[src/rtl/mips_multicycle_controller.sv]
// Multi-cycle MIPS main controller: registered opcode class, FETCH/DECODE/EXEC/MEM/WB sequencing.
// Strobes are combinational from state/class; FETCH and MEM stall on mem_ready with an optional bus timeout.
module mips_multicycle_controller #(
  parameter bit ENABLE_BYTE = 1'b1,
  parameter int MEM_TIMEOUT = 16,
  parameter int TW          = 5
) (
  input  logic       i_clk,
  input  logic       i_rst,
  input  logic [5:0] i_opcode,
  input  logic       i_mem_ready,
  input  logic       i_zero,
  input  logic       i_neg,
  output logic [2:0] o_state,
  output logic       o_ir_write,
  output logic       o_pc_write,
  output logic [1:0] o_pc_src,
  output logic       o_mem_read,
  output logic       o_mem_write,
  output logic       o_mem_byte,
  output logic       o_reg_write,
  output logic       o_reg_dst_rt,
  output logic       o_mem_to_reg,
  output logic       o_link,
  output logic       o_alu_src_imm,
  output logic       o_imm_zext,
  output logic       o_lui_sel,
  output logic [3:0] o_alu_op,
  output logic       o_instr_done,
  output logic       o_illegal,
  output logic       o_bus_error
);

  typedef enum logic [2:0] {
    S_FETCH  = 3'd0,
    S_DECODE = 3'd1,
    S_EXEC   = 3'd2,
    S_MEM    = 3'd3,
    S_WB     = 3'd4
  } state_t;

  typedef enum logic [2:0] {
    C_NONE, C_R, C_ALUI, C_BR, C_LD, C_ST, C_J, C_ILL
  } cls_t;

  localparam logic [TW-1:0] TO_LIM = TW'(MEM_TIMEOUT);
  localparam bit            TO_EN  = (MEM_TIMEOUT != 0);

  state_t        r_state, w_state_nxt;
  cls_t          r_cls, w_dec_cls;
  logic [5:0]    r_op;
  logic [TW-1:0] r_cnt, w_cnt_nxt;

  logic       w_ir_write, w_pc_write, w_mem_read, w_mem_write, w_mem_byte;
  logic       w_reg_write, w_reg_dst_rt, w_mem_to_reg, w_link;
  logic       w_alu_src_imm, w_imm_zext, w_lui_sel;
  logic       w_instr_done, w_illegal, w_bus_error, w_timeout, w_br_taken;
  logic [1:0] w_pc_src;
  logic [3:0] w_alu_op, w_imm_alu_op;
  logic       w_imm_zext_dec, w_imm_lui_dec;

  always_comb begin
    w_dec_cls = C_ILL;
    case (i_opcode)
      6'b000000: w_dec_cls = C_R;
      6'b001000, 6'b001001, 6'b001010, 6'b001100,
      6'b001101, 6'b001110, 6'b001111: w_dec_cls = C_ALUI;
      6'b000001, 6'b000100, 6'b000101,
      6'b000110, 6'b000111: w_dec_cls = C_BR;
      6'b100011: w_dec_cls = C_LD;
      6'b101011: w_dec_cls = C_ST;
      6'b100000: if (ENABLE_BYTE) w_dec_cls = C_LD;
      6'b101000: if (ENABLE_BYTE) w_dec_cls = C_ST;
      6'b000010, 6'b000011: w_dec_cls = C_J;
      default: w_dec_cls = C_ILL;
    endcase
  end

  // Sub-operation decode runs off the latched opcode, valid from EXEC onward.
  always_comb begin
    w_imm_alu_op   = 4'd0;
    w_imm_zext_dec = 1'b0;
    w_imm_lui_dec  = 1'b0;
    case (r_op)
      6'b001001: w_imm_alu_op = 4'd1;
      6'b001010: w_imm_alu_op = 4'd6;
      6'b001100: begin w_imm_alu_op = 4'd3; w_imm_zext_dec = 1'b1; end
      6'b001101: begin w_imm_alu_op = 4'd4; w_imm_zext_dec = 1'b1; end
      6'b001110: begin w_imm_alu_op = 4'd5; w_imm_zext_dec = 1'b1; end
      6'b001111: begin w_imm_alu_op = 4'd4; w_imm_lui_dec  = 1'b1; end
      default:   w_imm_alu_op = 4'd0;
    endcase
  end

  always_comb begin
    w_br_taken = 1'b0;
    case (r_op)
      6'b000100: w_br_taken = i_zero;
      6'b000101: w_br_taken = !i_zero;
      6'b000110: w_br_taken = i_neg | i_zero;
      6'b000111: w_br_taken = !i_neg & !i_zero;
      6'b000001: w_br_taken = !i_neg;
      default:   w_br_taken = 1'b0;
    endcase
  end

  always_comb begin
    w_state_nxt   = r_state;
    w_ir_write    = 1'b0;
    w_pc_write    = 1'b0;
    w_pc_src      = 2'd0;
    w_mem_read    = 1'b0;
    w_mem_write   = 1'b0;
    w_mem_byte    = 1'b0;
    w_reg_write   = 1'b0;
    w_reg_dst_rt  = 1'b0;
    w_mem_to_reg  = 1'b0;
    w_link        = 1'b0;
    w_alu_src_imm = 1'b0;
    w_imm_zext    = 1'b0;
    w_lui_sel     = 1'b0;
    w_alu_op      = 4'd0;
    w_instr_done  = 1'b0;
    w_illegal     = 1'b0;
    w_bus_error   = 1'b0;
    // A ready arriving on the limit cycle takes priority over the timeout.
    w_timeout     = TO_EN && (r_cnt == TO_LIM) && !i_mem_ready;
    case (r_state)
      S_FETCH: begin
        w_mem_read = 1'b1;
        if (i_mem_ready) begin
          w_ir_write  = 1'b1;
          w_pc_write  = 1'b1;
          w_state_nxt = S_DECODE;
        end else if (w_timeout) begin
          w_bus_error = 1'b1;
        end
      end
      S_DECODE: begin
        case (w_dec_cls)
          C_J: begin
            w_pc_write   = 1'b1;
            w_pc_src     = 2'd2;
            w_instr_done = 1'b1;
            w_reg_write  = i_opcode[0];
            w_link       = i_opcode[0];
            w_state_nxt  = S_FETCH;
          end
          C_ILL: begin
            w_illegal   = 1'b1;
            w_state_nxt = S_FETCH;
          end
          default: w_state_nxt = S_EXEC;
        endcase
      end
      S_EXEC: begin
        case (r_cls)
          C_R: begin
            w_alu_op    = 4'd7;
            w_state_nxt = S_WB;
          end
          C_ALUI: begin
            w_alu_src_imm = 1'b1;
            w_alu_op      = w_imm_alu_op;
            w_imm_zext    = w_imm_zext_dec;
            w_lui_sel     = w_imm_lui_dec;
            w_state_nxt   = S_WB;
          end
          C_LD, C_ST: begin
            w_alu_op      = 4'd1;
            w_alu_src_imm = 1'b1;
            w_state_nxt   = S_MEM;
          end
          C_BR: begin
            w_alu_op     = 4'd2;
            w_pc_write   = w_br_taken;
            w_pc_src     = w_br_taken ? 2'd1 : 2'd0;
            w_instr_done = 1'b1;
            w_state_nxt  = S_FETCH;
          end
          default: w_state_nxt = S_FETCH;
        endcase
      end
      S_MEM: begin
        w_mem_read  = (r_cls == C_LD);
        w_mem_write = (r_cls == C_ST);
        w_mem_byte  = (r_op == 6'b100000) || (r_op == 6'b101000);
        if (i_mem_ready) begin
          if (r_cls == C_LD) begin
            w_state_nxt = S_WB;
          end else begin
            w_instr_done = 1'b1;
            w_state_nxt  = S_FETCH;
          end
        end else if (w_timeout) begin
          w_bus_error = 1'b1;
          w_state_nxt = S_FETCH;
        end
      end
      S_WB: begin
        w_reg_write  = 1'b1;
        w_reg_dst_rt = (r_cls == C_ALUI) || (r_cls == C_LD);
        w_mem_to_reg = (r_cls == C_LD);
        w_instr_done = 1'b1;
        w_state_nxt  = S_FETCH;
      end
      default: w_state_nxt = S_FETCH;
    endcase

    w_cnt_nxt = r_cnt;
    if ((w_state_nxt != r_state) || w_bus_error) begin
      w_cnt_nxt = '0;
    end else if (((r_state == S_FETCH) || (r_state == S_MEM)) && !i_mem_ready) begin
      w_cnt_nxt = r_cnt + TW'(1);
    end
  end

  always_ff @(posedge i_clk or posedge i_rst) begin
    if (i_rst) begin
      r_state <= S_FETCH;
      r_cls   <= C_NONE;
      r_op    <= '0;
      r_cnt   <= '0;
    end else begin
      r_state <= w_state_nxt;
      r_cnt   <= w_cnt_nxt;
      if (r_state == S_DECODE) begin
        r_cls <= w_dec_cls;
        r_op  <= i_opcode;
      end
    end
  end

  assign o_state       = i_rst ? 3'd0 : r_state;
  assign o_ir_write    = w_ir_write & ~i_rst;
  assign o_pc_write    = w_pc_write & ~i_rst;
  assign o_pc_src      = w_pc_src & {2{~i_rst}};
  assign o_mem_read    = w_mem_read & ~i_rst;
  assign o_mem_write   = w_mem_write & ~i_rst;
  assign o_mem_byte    = w_mem_byte & ~i_rst;
  assign o_reg_write   = w_reg_write & ~i_rst;
  assign o_reg_dst_rt  = w_reg_dst_rt & ~i_rst;
  assign o_mem_to_reg  = w_mem_to_reg & ~i_rst;
  assign o_link        = w_link & ~i_rst;
  assign o_alu_src_imm = w_alu_src_imm & ~i_rst;
  assign o_imm_zext    = w_imm_zext & ~i_rst;
  assign o_lui_sel     = w_lui_sel & ~i_rst;
  assign o_alu_op      = w_alu_op & {4{~i_rst}};
  assign o_instr_done  = w_instr_done & ~i_rst;
  assign o_illegal     = w_illegal & ~i_rst;
  assign o_bus_error   = w_bus_error & ~i_rst;

endmodule

[config.mk]
export PLATFORM = sky130hd
export DESIGN_NAME = mips_multicycle_controller
export DESIGN_NICKNAME = d
export VERILOG_FILES = /design/src/rtl/mips_multicycle_controller.sv
export SDC_FILE = /design/constraint.sdc
export NUM_CORES = 1
export LEC_CHECK = 0
export CORE_MARGIN = 2
export CORE_UTILIZATION = 49
export CTS_CLUSTER_SIZE = 24
export DETAILED_ROUTE_END_ITERATION = 8
export PLACE_DENSITY_LB_ADDON = 0.2
export SETUP_SLACK_MARGIN = 0.5
export SYNTH_ARGS = -nofsm -noshare
export SYNTH_HDL_FRONTEND = slang
export SYNTH_SLANG_ARGS = --single-unit
[constraint.sdc]
create_clock -name i_clk -period 4.3 [get_ports i_clk]
set_clock_uncertainty 0.2 [all_clocks]
set_input_delay 1.29 -clock i_clk [delete_from_list [all_inputs] [get_ports i_clk]]
set_output_delay 1.29 -clock i_clk [all_outputs]
set_load 0.02 [all_outputs]
== Word-level counts from Yosys, hierarchy flattened ==
Cells that the tools add are included.
Storage, ports and cells
  bits in registers: 17
  input bits: 11
  output and inout port bits: 24
  word-level logic and storage cells: 142
Cells by class
  $add $sub $neg: 1
  eq/ne operators: 44
  multiplexer cells: 49
  bitwise logic cells: 20
  reductions and logical operators: 24
Operator list (count)
  6-bit by 4-bit equality test with 1-bit output, second input constant: 13
  6-bit by 3-bit equality test with 1-bit output, second input constant: 8
  6-bit equality test, second input constant: 6
  1-bit two-way mux: 28
  3-bit one-hot mux with 6 select lines: 1
  1-bit AND: 16
  4-bit one-hot mux with 4 select lines: 1
  2-bit OR reduction: 8
  3-bit equality test, second input constant: 5
  3-bit two-way mux: 5
  3-bit one-hot mux with 5 select lines: 1
  3-bit by 2-bit equality test with 1-bit output, second input constant: 4
  6-bit by 1-bit equality test with 1-bit output, second input constant: 2
  6-bit by 2-bit equality test with 1-bit output, second input constant: 2
  3-bit one-hot mux with 4 select lines: 1
  5-bit two-way mux: 2
  7-bit OR reduction: 1
  3-bit by 1-bit equality test with 1-bit output, second input constant: 2
  6-bit zero test: 1
  3-bit one-hot mux with 2 select lines: 1
  3-bit OR reduction: 2
  5-bit by 1-bit adder with 5-bit output, second input constant: 1
  5-bit equality test, second input constant: 1
  1-bit one-hot mux with 5 select lines: 1
  other kinds (17): 25

== Depth between registers and ports, before layout ==
Gate-level depths: netlist of run 1.
  depth in word-level cells: 10
  depth in mapped cells: 7
  gate-level depth less buffers: 7

== Least setup slack after synthesis of run 1 ==
No wires, ideal clock.
  path type: input port to output port
  from: input port i_opcode[5]
  to: output port o_reg_write
  arrival time: 3104 ps
  required time: 2810 ps
  setup slack: -294 ps
  cell stages on the path: 6
  path buffers: 1
  cells stage by stage: buf_4 or4b_1 a31o_1 a2111oi_4 and2_4 nand2b_1
On the way
  longest elaborated chain between the ends: 7
  elaborated cells between the ends (all ways): 29
  classes of those cells: eq/ne (19); mux (3); bitwise (1); reduce/logical (6)
Ends and longest elaborated chain
  start: declaration: RTL line 10  | input logic [5:0] i_opcode,
  6-bit by 4-bit equality test with 1-bit output (tied with other cells): RTL line 64  | case (i_opcode)
  7-bit OR reduction (tied with other cells): RTL line 64
  3-bit one-hot mux with 6 select lines *: RTL line 64
  3-bit equality test *: RTL line 140  | case (w_dec_cls)
  1-bit two-way mux *: RTL line 140
  1-bit one-hot mux with 2 select lines *: RTL line 128  | case (r_state)
  1-bit AND *: RTL line 241  | assign o_reg_write = w_reg_write & ~i_rst;
  end: declaration: RTL line 21  | output logic o_reg_write,
Every way passes the cells marked *; elsewhere a longest branch is shown, timed or not.

== Worst setup path after layout of run 1 ==
  from: input port i_opcode[3]
  to: output port o_pc_write
On the way
  longest elaborated chain between the ends: 7
  elaborated cells between the ends (all ways): 29
  classes of those cells: eq/ne (19); mux (3); bitwise (1); reduce/logical (6)
Ends and longest elaborated chain
  6-bit by 4-bit equality test with 1-bit output (tied with other cells): RTL line 64
  7-bit OR reduction (tied with other cells): RTL line 64
  3-bit one-hot mux with 6 select lines *: RTL line 64
  3-bit equality test *: RTL line 140
  1-bit two-way mux *: RTL line 140
  1-bit one-hot mux with 3 select lines *: RTL line 128
  1-bit AND *: RTL line 236  | assign o_pc_write = w_pc_write & ~i_rst;
  end: declaration: RTL line 16  | output logic o_pc_write,
Marks and branches as above.

==> out/results.ini, run 1 <==
[grt]
grt_pass1_wl_um = 6820
grt_use_total_pct = 27.4
antenna_found_initial = 0
grt_max_degree = 18
overflow = 0
grt_pass1_vias = 1440

[drt]
wire_per_inst_um = 16.7
ant_nets = 0
drc = 0
first_pass_iters = 5
avgViaCountPerCell = 5.94
routed_wl_um = 4420
vias = 1573
drtIter0Drc = 79

[placement]
port_buffers = 33
pre_cts_slack_ps = -952
dp_hpwl_um = 2820
place_area_mm2 = 0.00192
dp.cells = 250
gp_congestion = 0.876

[die]
die_area_mm2 = 0.00322
die_h_um = 56.8
core_area_mm2 = 0.00271
die_x_um = 56.8
io_pins = 35
start_util_pct = 50.3
rows = 19

[clock_network]
clkLatencyLatePin_ps = 300
cts.path.max_buffers = 2
postCtsHoldBufs = 0
clock-sinks = 17
cts_tree = built
path_clk_slew_ps = 100
cts_max_level = 1
numCtsBuffers = 3
root_buffer = clkbuf_4

[sta]
fin_ws_ps = -108
slew_violations = 0
period_share_pct = 103
finalHoldViolCount = 0
setup_viol = 3
clock.fmax_mhz = 227
fin_crit_ps = 4410
rsz0062_at_grt = yes

[status]
status = finished, violations left
violations = negative setup slack

[critical_path]
crit_slowest_cell = or4b_1
cp-end-kind = output port
cp-start-kind = input pin
crit_end = o_pc_write
worst-endpoint-required_ps = 2810
cp.depth = 8
path_buf_inv = 3
crit_path_max_fanout = 2
worstPathArrival_ps = 2920
cp_slowest_stage_delay_ps = 500
r2r-start = r_state[0]
critPathKind = input pin to output port
crit_chain = buf_6 > or4b_1 > a31o_1 > a2111oi_4 > buf_4 > o21ai_2 > nand2b_1 > buf_6
r2r_slack_ps = 2220
cp_top_family = compound AO/OA/AOI/OAI gates
crit_start = i_opcode[3]
critPathMostFrequentCell = buf_6
timing.rr.end = r_cnt[3]
rr_worst_depth = 5

[layout]
finish.instance_area_mm2 = 0.00213
mostFrequentLayoutCells = 35 x buf_4, 19 x nor2_1, 17 x dfrtp_1, 15 x buf_6
fin_cells = 265
layout_commonest_cell = buf_4
postLayoutCoreUtil_pct = 78.5
area_growth_pct = 56.0
n_antenna_cell = 0
drive_above_1_share_pct = 44.0
finalNetCount = 248

[power_and_ir_drop]
p_per_area_mw_per_mm2 = 272
leakagePower_nw = 0.906
power_mw = 0.578
vdd_ir_drop_max_uv = 230

[synth]
synth_edf_count = 0
ys_seq_area_share_pct = 31.2
netlist_area_mm2 = 0.00136
ys_ff_latch = 17
synth_warnings = 0
syn-num-nets = 189
syn-instance-count = 176
synthArstFlopShare_pct = 100
ys_types = 38
avgSynthCellArea_um2 = 7.75
synth-main-ff-cell = dfrtp_1

[run]
max_cap_viol_count = 0

[hold_path]
hp-start = r_cnt[0]
hold_class = flop to flop

routing by layer:
metal	wire length, µm	part of all wire [%]	global-route usage [%]
met2	2120	48	46.0
met5	0	0	0
met4	189	4.3	15.3
met3	284	6.4	4.15
met1	1820	41	33.4
worst min path at each step:
stage                     depth (start not counted)        to  slack, ps
after floorplan                                   1  r_cnt[0]        250
after global placement                            1  r_cnt[0]        270
after detailed placement                          1  r_cnt[0]        280
after CTS                                         1  r_cnt[0]        290
after global routing                              1  r_cnt[0]        320
final                                             1  r_cnt[0]        290
registers in the layout, summed over array words and instances, names as in the netlist:
name	flops
r_cls	3
r_cnt	5
r_op	6
r_state	3
synth_stat cells (2+ instances only):
library cell	instances	share of area, %
a211oi_1	2	1.1
a21o_1	3	1.7
a21oi_1	13	4.8
buf_4	2	1.1
clkbuf_1	12	3.3
dfrtp_1	17	31
ha_1	2	1.8
inv_1	7	1.9
mux2_2	7	5.8
nand2_1	13	3.6
nand2b_1	7	3.2
nand3_1	7	2.6
nor2_1	23	6.3
nor2b_1	6	2.8
nor3_1	12	4.4
nor3b_1	5	2.8
nor4_1	4	1.8
o21ai_0	4	1.5
o22ai_1	3	1.4
or2_2	2	0.92
or3_1	2	0.92
or4b_1	2	1.5
xnor2_1	5	3.2
xor2_1	2	1.3
cell type report:
type	instances	area, µm²
flip-flops and latches	17	425
clock buffers	4	26.3
multi-input cells	137	1020
repair buffers	69	582
inverters	7	30.0
well taps	31	38.8
fillers	178	583
stage by stage:
stage               hold slack [ps]  setup TNS (ps)
floorplan                       254            -132
global placement                274           -7350
detailed placement              279           -8010
CTS                             292            -601
global route                    322            -498
finish                          294            -253
power by group:
group / internal (mW) / switching, mW / leakage (nW) / total [mW]
logic: 0.120 / 0.128 / 0.684 / 0.248
clock network: 0.0362 / 0.0512 / 0.0150 / 0.0874
registers: 0.189 / 0.0529 / 0.207 / 0.242
total: 0.345 / 0.232 / 0.906 / 0.578
cell families (layout without fill, tap and decap cells):
logic type | count (synthesis) | in the layout | share of synthesized area, %
compound gates | 32 | 32 | 15.8
xor+xnor | 7 | 7 | 4.50
fa+ha+maj | 2 | 2 | 1.83
buf+inv | 22 | 80 | 6.70
flops | 17 | 17 | 31.2
mux | 7 | 7 | 5.78
other cells | 1 | 1 | 0.275
simple gates | 88 | 88 | 33.9
worst register-to-register path, stage by stage (launching register included):
cell and delay, ps:
dfrtp_1 500, buf_4 220, or2_2 320, a21o_1 190, or3_1 430, nor2_1 150
timing repair:
item,CTS,global route
gates resized for setup,162,17
setup endpoints to repair,23,17
pin swaps,14,11
buffers inserted,6,5
(Power assumes the default switching activity.)
==> run 2, diff against run 1 <==
--- a/config.mk
+++ b/config.mk
@@ -5,12 +5,14 @@
 export SDC_FILE = /design/constraint.sdc
 export NUM_CORES = 1
 export LEC_CHECK = 0
+export ABC_CLOCK_PERIOD_IN_PS = 4300
 export CORE_MARGIN = 2
 export CORE_UTILIZATION = 49
 export CTS_CLUSTER_SIZE = 24
 export DETAILED_ROUTE_END_ITERATION = 8
 export PLACE_DENSITY_LB_ADDON = 0.2
 export SETUP_SLACK_MARGIN = 0.5
+export SLEW_MARGIN = 20
 export SYNTH_ARGS = -nofsm -noshare
 export SYNTH_HDL_FRONTEND = slang
 export SYNTH_SLANG_ARGS = --single-unit
==> results of run 2 <==
Final layout, timing and power as in run 1 (identical DEF).
